===== src/rtl/ranger_pos_reader.sv =====
// Ranger position reader: sweeps ranger indices into a position table each frame and reports per-pixel sprite hits.
// Latency: slot k captured 2k edges after frame_start; hit/hit_id registered one cycle after hcount/vcount.
// Backpressure: none; frame_start during a sweep is dropped. Define RANGER_RD_DBUF_EN to double-buffer the table.
module ranger_pos_reader #(
  parameter int NUM_RANGERS = 5,
  parameter int SPRITE_W    = 16,
  parameter int SPRITE_H    = 16
) (
  input  logic        clk,
  input  logic        rst,
  input  logic        frame_start,
  input  logic [19:0] position,
  input  logic [9:0]  hcount,
  input  logic [9:0]  vcount,
  output logic [2:0]  rangerNum,
  output logic        busy,
  output logic        sweep_done,
  output logic        hit,
  output logic [2:0]  hit_id
);

  typedef enum logic [1:0] {IDLE, WAIT, CAP} state_t;

  localparam logic [2:0]  LAST_IDX = 3'(NUM_RANGERS);
  localparam logic [10:0] W11      = 11'(SPRITE_W);
  localparam logic [10:0] H11      = 11'(SPRITE_H);

  state_t     state, state_nxt;
  logic [2:0] ranger_num_nxt;
  logic       busy_nxt;
  logic       done_nxt;
  logic       cap_en;

  // Active table, read by the hit logic.
  logic [9:0] act_x [NUM_RANGERS];
  logic [9:0] act_y [NUM_RANGERS];
  logic [NUM_RANGERS-1:0] act_v;

  logic       hit_nxt;
  logic [2:0] hit_id_nxt;

  // State register and registered sweep outputs.
  always_ff @(posedge clk or posedge rst) begin
    if (rst) begin
      state      <= IDLE;
      rangerNum  <= 3'd0;
      busy       <= 1'b0;
      sweep_done <= 1'b0;
    end else begin
      state      <= state_nxt;
      rangerNum  <= ranger_num_nxt;
      busy       <= busy_nxt;
      sweep_done <= done_nxt;
    end
  end

  // Sweep sequencing: WAIT gives the source a cycle to register position, CAP stores it.
  always_comb begin
    state_nxt      = state;
    ranger_num_nxt = rangerNum;
    busy_nxt       = busy;
    done_nxt       = 1'b0;
    cap_en         = 1'b0;
    case (state)
      IDLE: begin
        busy_nxt = 1'b0;
        if (frame_start) begin
          state_nxt      = WAIT;
          ranger_num_nxt = 3'd1;
          busy_nxt       = 1'b1;
        end
      end
      WAIT: state_nxt = CAP;
      CAP: begin
        cap_en = 1'b1;
        if (rangerNum < LAST_IDX) begin
          state_nxt      = WAIT;
          ranger_num_nxt = rangerNum + 3'd1;
        end else begin
          state_nxt      = IDLE;
          ranger_num_nxt = 3'd0;
          busy_nxt       = 1'b0;
          done_nxt       = 1'b1;
        end
      end
      default: state_nxt = IDLE;
    endcase
  end

`ifdef RANGER_RD_DBUF_EN
  logic [9:0] shd_x [NUM_RANGERS];
  logic [9:0] shd_y [NUM_RANGERS];
  logic [NUM_RANGERS-1:0] shd_v;
  logic cap_last;

  assign cap_last = cap_en && (rangerNum == LAST_IDX);

  // Shadow table collects the frame being swept.
  always_ff @(posedge clk or posedge rst) begin
    if (rst) begin
      for (int i = 0; i < NUM_RANGERS; i++) begin
        shd_x[i] <= 10'd0;
        shd_y[i] <= 10'd0;
      end
      shd_v <= '0;
    end else if (cap_en) begin
      for (int i = 0; i < NUM_RANGERS; i++) begin
        if (rangerNum == 3'(i + 1)) begin
          shd_x[i] <= position[19:10];
          shd_y[i] <= position[9:0];
          shd_v[i] <= |position;
        end
      end
    end
  end

  // Publish the whole frame at once; the last slot bypasses the shadow since it lands on the same edge.
  always_ff @(posedge clk or posedge rst) begin
    if (rst) begin
      for (int i = 0; i < NUM_RANGERS; i++) begin
        act_x[i] <= 10'd0;
        act_y[i] <= 10'd0;
      end
      act_v <= '0;
    end else if (cap_last) begin
      for (int i = 0; i < NUM_RANGERS; i++) begin
        if (rangerNum == 3'(i + 1)) begin
          act_x[i] <= position[19:10];
          act_y[i] <= position[9:0];
          act_v[i] <= |position;
        end else begin
          act_x[i] <= shd_x[i];
          act_y[i] <= shd_y[i];
          act_v[i] <= shd_v[i];
        end
      end
    end
  end
`else
  // Captures go straight into the active table; the hit logic may see a mixed frame mid-sweep.
  always_ff @(posedge clk or posedge rst) begin
    if (rst) begin
      for (int i = 0; i < NUM_RANGERS; i++) begin
        act_x[i] <= 10'd0;
        act_y[i] <= 10'd0;
      end
      act_v <= '0;
    end else if (cap_en) begin
      for (int i = 0; i < NUM_RANGERS; i++) begin
        if (rangerNum == 3'(i + 1)) begin
          act_x[i] <= position[19:10];
          act_y[i] <= position[9:0];
          act_v[i] <= |position;
        end
      end
    end
  end
`endif

  // Sprite box test per slot in 11 bits so boxes near 1023 do not wrap; lowest index wins.
  always_comb begin
    hit_nxt    = 1'b0;
    hit_id_nxt = 3'd0;
    for (int i = NUM_RANGERS - 1; i >= 0; i--) begin
      if (act_v[i] &&
          ({1'b0, hcount} >= {1'b0, act_x[i]}) && ({1'b0, hcount} < ({1'b0, act_x[i]} + W11)) &&
          ({1'b0, vcount} >= {1'b0, act_y[i]}) && ({1'b0, vcount} < ({1'b0, act_y[i]} + H11))) begin
        hit_nxt    = 1'b1;
        hit_id_nxt = 3'(i + 1);
      end
    end
  end

  // Register the hit result.
  always_ff @(posedge clk or posedge rst) begin
    if (rst) begin
      hit    <= 1'b0;
      hit_id <= 3'd0;
    end else begin
      hit    <= hit_nxt;
      hit_id <= hit_id_nxt;
    end
  end

endmodule

===== config.mk =====
export PLATFORM = sky130hd
export DESIGN_NAME = ranger_pos_reader
export DESIGN_NICKNAME = d
export VERILOG_FILES = /design/src/rtl/ranger_pos_reader.sv
export SDC_FILE = /design/constraint.sdc
export NUM_CORES = 1
export LEC_CHECK = 0
export CAP_MARGIN = 0
export CORE_UTILIZATION = 40
export DETAILED_ROUTE_END_ITERATION = 12
export PLACE_DENSITY = 0.58
export REMOVE_ABC_BUFFERS = 1
export SLEW_MARGIN = 0
export SYNTH_ARGS = -nofsm -noshare
export SYNTH_HDL_FRONTEND = slang
export SYNTH_SLANG_ARGS = --single-unit
export TNS_END_PERCENT = 5

===== constraint.sdc =====
create_clock -name clk -period 6.6 [get_ports clk]
set_input_delay 1.32 -clock clk [delete_from_list [all_inputs] [get_ports clk]]
set_output_delay 1.32 -clock clk [all_outputs]
set_load 0.01 [all_outputs]

After elaboration in Yosys (flattened, before gate mapping)
Index checks and enable logic that the tools add are counted.
{"block": "op_classes", "n_addsub": 11, "n_lt_le_gt_ge": 21, "n_eq_ne": 9, "mux": 22, "n_reduce_logical": 30}
{"cell": "10-bit by 5-bit adder with 11-bit output, second input constant", "n": 10}
{"cell": "10-bit by 11-bit < comparator with 1-bit output", "n": 10}
{"cell": "10-bit >= comparator", "n": 10}
{"cell": "3-bit two-way mux", "n": 7}
{"cell": "1-bit logical AND", "n": 20}
{"cell": "20-bit OR reduction", "n": 1}
{"cell": "2-bit AND reduction", "n": 7}
{"cell": "1-bit two-way mux", "n": 11}
{"cell": "3-bit by 2-bit == test with 1-bit output, second input constant", "n": 2}
{"cell": "3-bit == test, second input constant", "n": 2}
{"cell": "2-bit one-hot mux with 3 select lines", "n": 1}
{"cell": "3-bit one-hot mux with 2 select lines", "n": 1}
{"cell": "2-bit != test, second input constant", "n": 2}
{"cell": "3-bit by 1-bit adder with 3-bit output, second input constant", "n": 1}
{"cell": "3-bit by 1-bit == test with 1-bit output, second input constant", "n": 1}
{"cell": "3-bit < comparator, second input constant", "n": 1}
{"cell": "2-bit by 1-bit == test with 1-bit output, second input constant", "n": 1}
{"cell": "2-bit == test, second input constant", "n": 1}
{"cell": "2-bit logical NOT", "n": 1}
{"cell": "2-bit two-way mux", "n": 1}
{"cell": "1-bit one-hot mux with 2 select lines", "n": 1}
{"cell": "2-bit nonzero test", "n": 1}
{"block": "totals", "register_bits": 116, "in_bits": 43, "output_inout_bits": 9, "word_cells": 114}

Logic depth before layout (Yosys ltp)
Gate-level depths: netlist of the first run.
{"block": "logic_depth", "ltp_word": 10, "mapped_depth": 12, "mapped_depth_nobuf": 12}

Worst setup path after synthesis of the first run
Ideal clock, no wire load.
{"block": "synth_path", "path_type": "input to register", "startpoint": "input hcount[1]", "endpoint": "register hit_id[2]", "setup_time_ns": 0.127, "t_arrival_ns": 2.915, "t_required_ns": 6.473, "setup_slack_ns": 3.558, "cell_stages": 8, "n_path_buf": 0, "cell_sequence": "ha_1 -> nor2b_1 -> o21a_1 -> o21a_1 -> o21ai_0 -> a32oi_1 -> or4_4 -> nor3b_2"}
{"block": "synth_between", "elab_chain_len": 10, "word_cells_on_any_way": 35, "classes_between": "order compare: 10; mux: 5; reduce/logical: 20"}
{"element": "from (decl)", "line": "13", "rtl": "input logic [9:0] hcount,"}
{"element": "10-bit >= comparator", "line": "166", "rtl": "({1'b0, hcount} >= {1'b0, act_x[i]}) && ({1'b0, hcount} < ({1'b0, act_x[i]} + W11)) &&"}
{"element": "1-bit logical AND", "line": "165", "rtl": "if (act_v[i] &&"}
{"element": "1-bit logical AND (2 in a row)", "line": "166"}
{"element": "1-bit logical AND", "line": "167", "rtl": "({1'b0, vcount} >= {1'b0, act_y[i]}) && ({1'b0, vcount} < ({1'b0, act_y[i]} + H11))) begin"}
{"element": "3-bit two-way mux (4 in a row)", "line": "165"}
{"element": "3-bit two-way mux *", "line": "165"}
{"element": "net hit_id_nxt[2]", "line": "40", "rtl": "logic [2:0] hit_id_nxt;"}
{"element": "to (signal assigned)", "line": "181", "rtl": "hit_id <= hit_id_nxt;"}
{"element": "to (decl)", "line": "19", "rtl": "output logic [2:0] hit_id"}
Mark *: on every way through the listed nets, which the timed path passes. The rest lies on a longest branch.
A chain may end at the register's enable or synchronous reset.

Worst setup path in the final report of the first run
{"block": "layout_path", "startpoint": "input vcount[8]", "endpoint": "register hit_id[2]"}
{"block": "layout_between", "elab_chain_len": 8, "word_cells_on_any_way": 25, "classes_between": "order compare: 10; mux: 5; reduce/logical: 10"}
{"element": "from (decl)", "line": "14", "rtl": "input logic [9:0] vcount,"}
{"element": "10-bit >= comparator", "line": "167"}
{"element": "1-bit logical AND", "line": "166"}
{"element": "1-bit logical AND", "line": "167"}
{"element": "3-bit two-way mux (4 in a row)", "line": "165"}
{"element": "3-bit two-way mux *", "line": "165"}
{"element": "net hit_id_nxt[2]", "line": "40"}
Marked as above.

==> run summary, run 1 <==
Worst Setup End Kind = flip-flop
# Post-CTS Setup Buffers = 0
Initial Util = 41.2%
synthesized area per cell = 9.67 µm²
initial antenna violation count = 1
htree depth = 4
GPL Wtd Cong = 0.885
RSZ-0062 raised after global routing = no
vias in the first global route = 6,924
Antenna diodes = 0
Iter 0 DRT Violations = 380
max-cap viol count = 0
synthesized instance count = 941
share of cells above drive strength 1 = 11.2%
Layout Utilization = 47.6%
die height = 153 µm
first-pass GRT wire length = 38,200 µm
DR WL/cell = 18.3 µm
Fin Setup TNS = 0 ps
ys flop type = dfrtp_1
leakage power total = 4.95 nW
Crit Path Class = primary input to flip-flop
most frequent cell after synthesis = ha_1
DRC viols = 0
synthesized area = 9100 µm²
crit-path max FO = 10
Via-to-Cell Ratio = 5.42
worst-margin pin slew = 1200 ps
core box area = 22,100 µm²
Yosys top cell area share = 31.9%
outcome = completed
CP Launch Type = primary input
Synth top cells by count = ha_1, dfrtp_1, inv_1
gr ovfl total = 0
Synth Warn # = 0
CTS max path bufs = 2
DP HPWL = 17,500 µm
Netlist cell types = 61
largest net degree at the start of global routing = 74
VDD IR max = 0.190 mV
CTS Buf Count = 17
overall power = 4.91 mW
Setup Skew = 10.8 ps
synthesized flop and latch total = 116
PD cells = 466 nW/µm²
via count = 7,009
worst min path class = flip-flop to flip-flop
cell row count = 54
final hold vios = 0
cts hold-fix bufs = 0
die width = 153 µm
async set-reset flop share out of synthesis = 100%
area leader, netlist = dfrtp_1
Clock Latency Late Sink = 420 ps
Slew Limit Fails = 0
antenna viol nets, final = 0
Post-synth EDFFs = 0
dominant cells by area after synthesis = dfrtp_1, ha_1, mux2_2
final worst path period need = 3660 ps
Worst EP required = 6940 ps
CTS Root Cell = clkbuf_16
io pins = 52
clk slew on worst S/H paths = 60 ps
total die area = 23,400 µm²
nets@finish = 1,219
Setup violations, final = 0
final worst path period share = 55.5%
post-CTS sizing = 0
slew margin rel. = 19.7%
fmax = 0.273 GHz
hold_ws = 495 ps
CP arrival = 4000 ps
CTS tree = done
WL final = 23,700 µm
Layout area overhead = 15.6%
DRT Pass-1 Iters = 5
CTS Sinks = 116
GRT Util Overall = 21.3%
# port buffers = 51
register area share after synthesis = 31.9%
[registers in the layout (all words and copies together), names as in the netlist]
| name | flops |
|---|---|
| act_v | 5 |
| act_x | 50 |
| act_y | 50 |
| busy | 1 |
| hit | 1 |
| hit_id | 3 |
| rangerNum | 3 |
| state | 2 |
| sweep_done | 1 |
[stage by stage]
| step | cells | cell area, µm² | setup WS, ps |
|---|---|---|---|
| after floorplan | 927 | 9050 | 2210 |
| after global placement | 1262 | 9940 | 2560 |
| after detailed placement | 1262 | 9940 | 2490 |
| after CTS | 1294 | 10500 | 2900 |
| after global routing | 1294 | 10500 | 2770 |
| final | 1294 | 10500 | 2940 |
[logic make-up (layout without fill, tap and decap cells)]
kind of cell,Yosys count,count (layout),share of synthesized area (%)
adders and majority gates,175,175,24.1
xor gates and xnor gates,40,40,3.85
DFF,116,116,31.9
and+or+nand+nor,201,201,11.5
AOI/OAI and AO/OA,217,217,15.5
muxes,65,65,8.03
buffers and inverters,127,200,5.24
[final cells by class]
cell class,count,area [µm²]
clock inverter,14,153
inverter,113,427
sequential,116,2900
tap,280,350
multi-input combinational,698,5720
fill,2095,11600
timing repair buffer,55,541
clock buffer,18,429
[placed cells by master, fill, tap and decap left out, drive strengths merged, types with 4 or more instances in the layout]
| master | count |
|---|---|
| o211ai | 9 |
| nor2b | 13 |
| nand4 | 5 |
| a21o | 13 |
| inv | 117 |
| a211o | 6 |
| a2111oi | 4 |
| clkdlybuf4s50 | 51 |
| nand3 | 42 |
| clkbuf | 18 |
| xnor2 | 40 |
| nand2 | 60 |
| mux2 | 64 |
| nor2 | 22 |
| ha | 175 |
| a211oi | 10 |
| buf | 4 |
| dfrtp | 116 |
| o21bai | 6 |
| o21ai | 76 |
| and3 | 6 |
| a21oi | 42 |
| a31oi | 7 |
| o21a | 15 |
| o221ai | 4 |
| nor4 | 8 |
| nor3 | 17 |
| clkinv | 7 |
| nand2b | 13 |
[critical path, stage by stage]
cell	delay (ps)
clkdlybuf4s50_1	720
ha_1	380
or3_1	350
a221oi_2	200
nand3_1	130
a221o_1	340
nor4_4	260
a41oi_2	90
nor3b_2	200
[power breakdown]
group / leakage, nW / internal, mW / switching, mW
clock: 0.285 / 0.560 / 0.373
sequential: 1.35 / 1.05 / 0.294
combinational: 3.32 / 1.24 / 1.39
[layer usage]
| layer | track usage (%) | part of all wire [%] | up-vias |
|---|---|---|---|
| met5 | 0 | 0.051 | - |
| met4 | 6.40 | 1.7 | 2 |
| met3 | 2.98 | 3.1 | 31 |
| met2 | 33.4 | 44 | 108 |
| met1 | 30.3 | 51 | 3347 |
| li1 | - | - | 3521 |
[worst paths after layout]
path,endpoint,from,depth (start not counted),slack [ps]
max in group asynchronous,act_x[39],rst,3,3970
max reg2reg,hit_id[2],act_y[6],12,3700
min in group asynchronous,rangerNum[1],rst,2,1480
min,act_v[4],act_v[4],2,500
min reg2reg,act_v[4],act_v[4],2,500
max,hit_id[2],vcount[8],9,2940
Note: power is estimated with default switching activity, not from simulation.
==> run 2, diff against run 1 <==
Settings changed: PLACE_DENSITY 0.58 to 0.6.
Clock period 6.6 ns to 3.3 ns, I/O delays scaled along.
==> run 2 against run 1 <==
Total power is 99% higher. Critical path depth unchanged. Critical endpoint is now hit. Non-clock buffer count rose by 37. Clock power is 96% higher. Die area unchanged. Highest routed layer is now met4. Wire length decreased by 1.2%. Utilization up 1.3 points. Critical path type unchanged.
==> run summary, run 2 (same netlist as run 1, synthesis figures left out) <==
DR WL/cell = 17.6 µm
PD cells = 902 nW/µm²
CTS tree = done
total die area = 23,400 µm²
die height = 153 µm
vias in the first global route = 6,902
nets@finish = 1,256
fill count = 2,018
Setup Slack @ Placement = 0.0755 ps
Worst EP required = 3590 ps
Setup Skew = 5.37 ps
core box area = 22,100 µm²
via count = 7,054
Antenna diodes = 0
max-cap viol count = 0
Crit path buffers/inverters = 2
DRC viols = 0
leakage power total = 5.13 nW
critical path cell sequence = clkdlybuf4s50_1 -> ha_1 -> a21o_1 -> a211o_1 -> a2111oi_0 -> buf_4 -> a31oi_1 -> a41oi_2 -> nand3b_1
antenna viol nets, final = 0
commonest non-fill, non-tap cell in the layout = ha_1
cts hold-fix bufs = 0
Iter 0 DRT Violations = 286
hold_ws = 481 ps
Layout area overhead = 18.9%
Clock Latency Late Sink = 430 ps
share of cells above drive strength 1 = 14.4%
slew margin rel. = 31.5%
VDD IR max = 0.421 mV
clk slew on worst S/H paths = 60 ps
# port buffers = 51
CTS Root Cell = clkbuf_16
Slew Limit Fails = 0
CTS Sinks = 116
most frequent cells in the layout = ha_1, dfrtp_1, inv_1
CP Launch Type = primary input
Via-to-Cell Ratio = 5.30
post-CTS sizing = 0
outcome = completed
GRT Util Overall = 21.2%
largest net degree at the start of global routing = 42
fmax = 0.349 GHz
initial antenna violation count = 0
Setup violations, final = 0
CTS max path bufs = 2
Critical Path Max Stage Delay = 670 ps
worst-margin pin slew = 1030 ps
DP HPWL = 18,200 µm
GPL Wtd Cong = 0.875
cell row count = 54
WL final = 23,400 µm
Layout Cells excl Fill = 1,331
delay-heaviest family, CP = compound AO/OA/AOI/OAI gates
Initial Util = 41.2%
gr ovfl total = 0
final hold vios = 0
final worst path period share = 86.9%
Worst Setup End Kind = flip-flop
biggest regs = act_x: 50 flops, act_y: 50 flops, act_v: 5 flops
CP arrival = 3160 ps
Layout Utilization = 49.0%
crit-path max FO = 5
htree depth = 4
worst setup margin = 431 ps
io pins = 52
final worst path period need = 2870 ps
die width = 153 µm
RSZ-0062 raised after global routing = no
Crit Path Class = primary input to flip-flop
first-pass GRT wire length = 38,200 µm
DRT Pass-1 Iters = 5
overall power = 9.76 mW
placed instance count = 1,299
# Post-CTS Setup Buffers = 0
worst min path class = flip-flop to flip-flop
worst-path cell with the longest stage delay = clkdlybuf4s50_1
CTS Buf Count = 17
## run 2: cell count changes in the layout (fill, tap and decap cells not counted)
cell and delta:
clkbuf_8 +1, inv_6 -3, clkinvlp_4 +2, buf_4 +35, clkinv_4 -2, clkinv_2 +2, buf_12 +2
## run 2: worst register-to-register path: cells and delay by family, from the launching register on
kind	cells	cell delay (ps)
buffers and inverters	1	80
DFF	1	430
and+or+nand+nor	6	1270
AOI/OAI and AO/OA	3	590
xor gates and xnor gates	1	150
adders and majority gates	1	200
## run 2: path summary, 6_finish.rpt
path                           start           end  slack [ps]  cells past startpoint
max reg2reg                 act_y[6]     hit_id[2]         510                     12
max                        hcount[7]           hit         430                      9
min in group asynchronous        rst  rangerNum[1]         620                      2
max in group asynchronous        rst      act_x[7]        2040                      3
min reg2reg                 act_v[4]      act_v[4]         480                      2
min                         act_v[4]      act_v[4]         480                      2
## run 2: report_power, final
group          internal [mW]  leakage (nW)  switching [mW]
combinational           2.52          3.50            2.71
clock                   1.13         0.279           0.709
sequential              2.11          1.35           0.578
## run 2: stage by stage
stage	cell area, µm²	TNS (ps)
after global placement	10200	0
final	10800	0
after global routing	10800	0
after floorplan	9050	-50160
after detailed placement	10200	0
after CTS	10800	0
## run 2: layout make-up
type                       instances  area [µm²]  share of cell area (%)
inverter                         113         427                    3.94
tap                              280         350                    3.24
clock buffer                      19         443                    4.09
clock inverter                    13         134                    1.24
multi-input combinational        698        5720                    52.9
timing repair buffer              92         843                    7.79
sequential                       116        2900                    26.8
## run 2: per-layer routing
layer	track usage, %	up-vias	routed length [µm]	share of wire, %
met5	0	-	0	0
met4	5.82	0	253	1.1
met3	3.20	18	990	4.2
met2	34.2	111	10600	45
met1	29.6	3334	11500	49
li1	-	3591	-	-
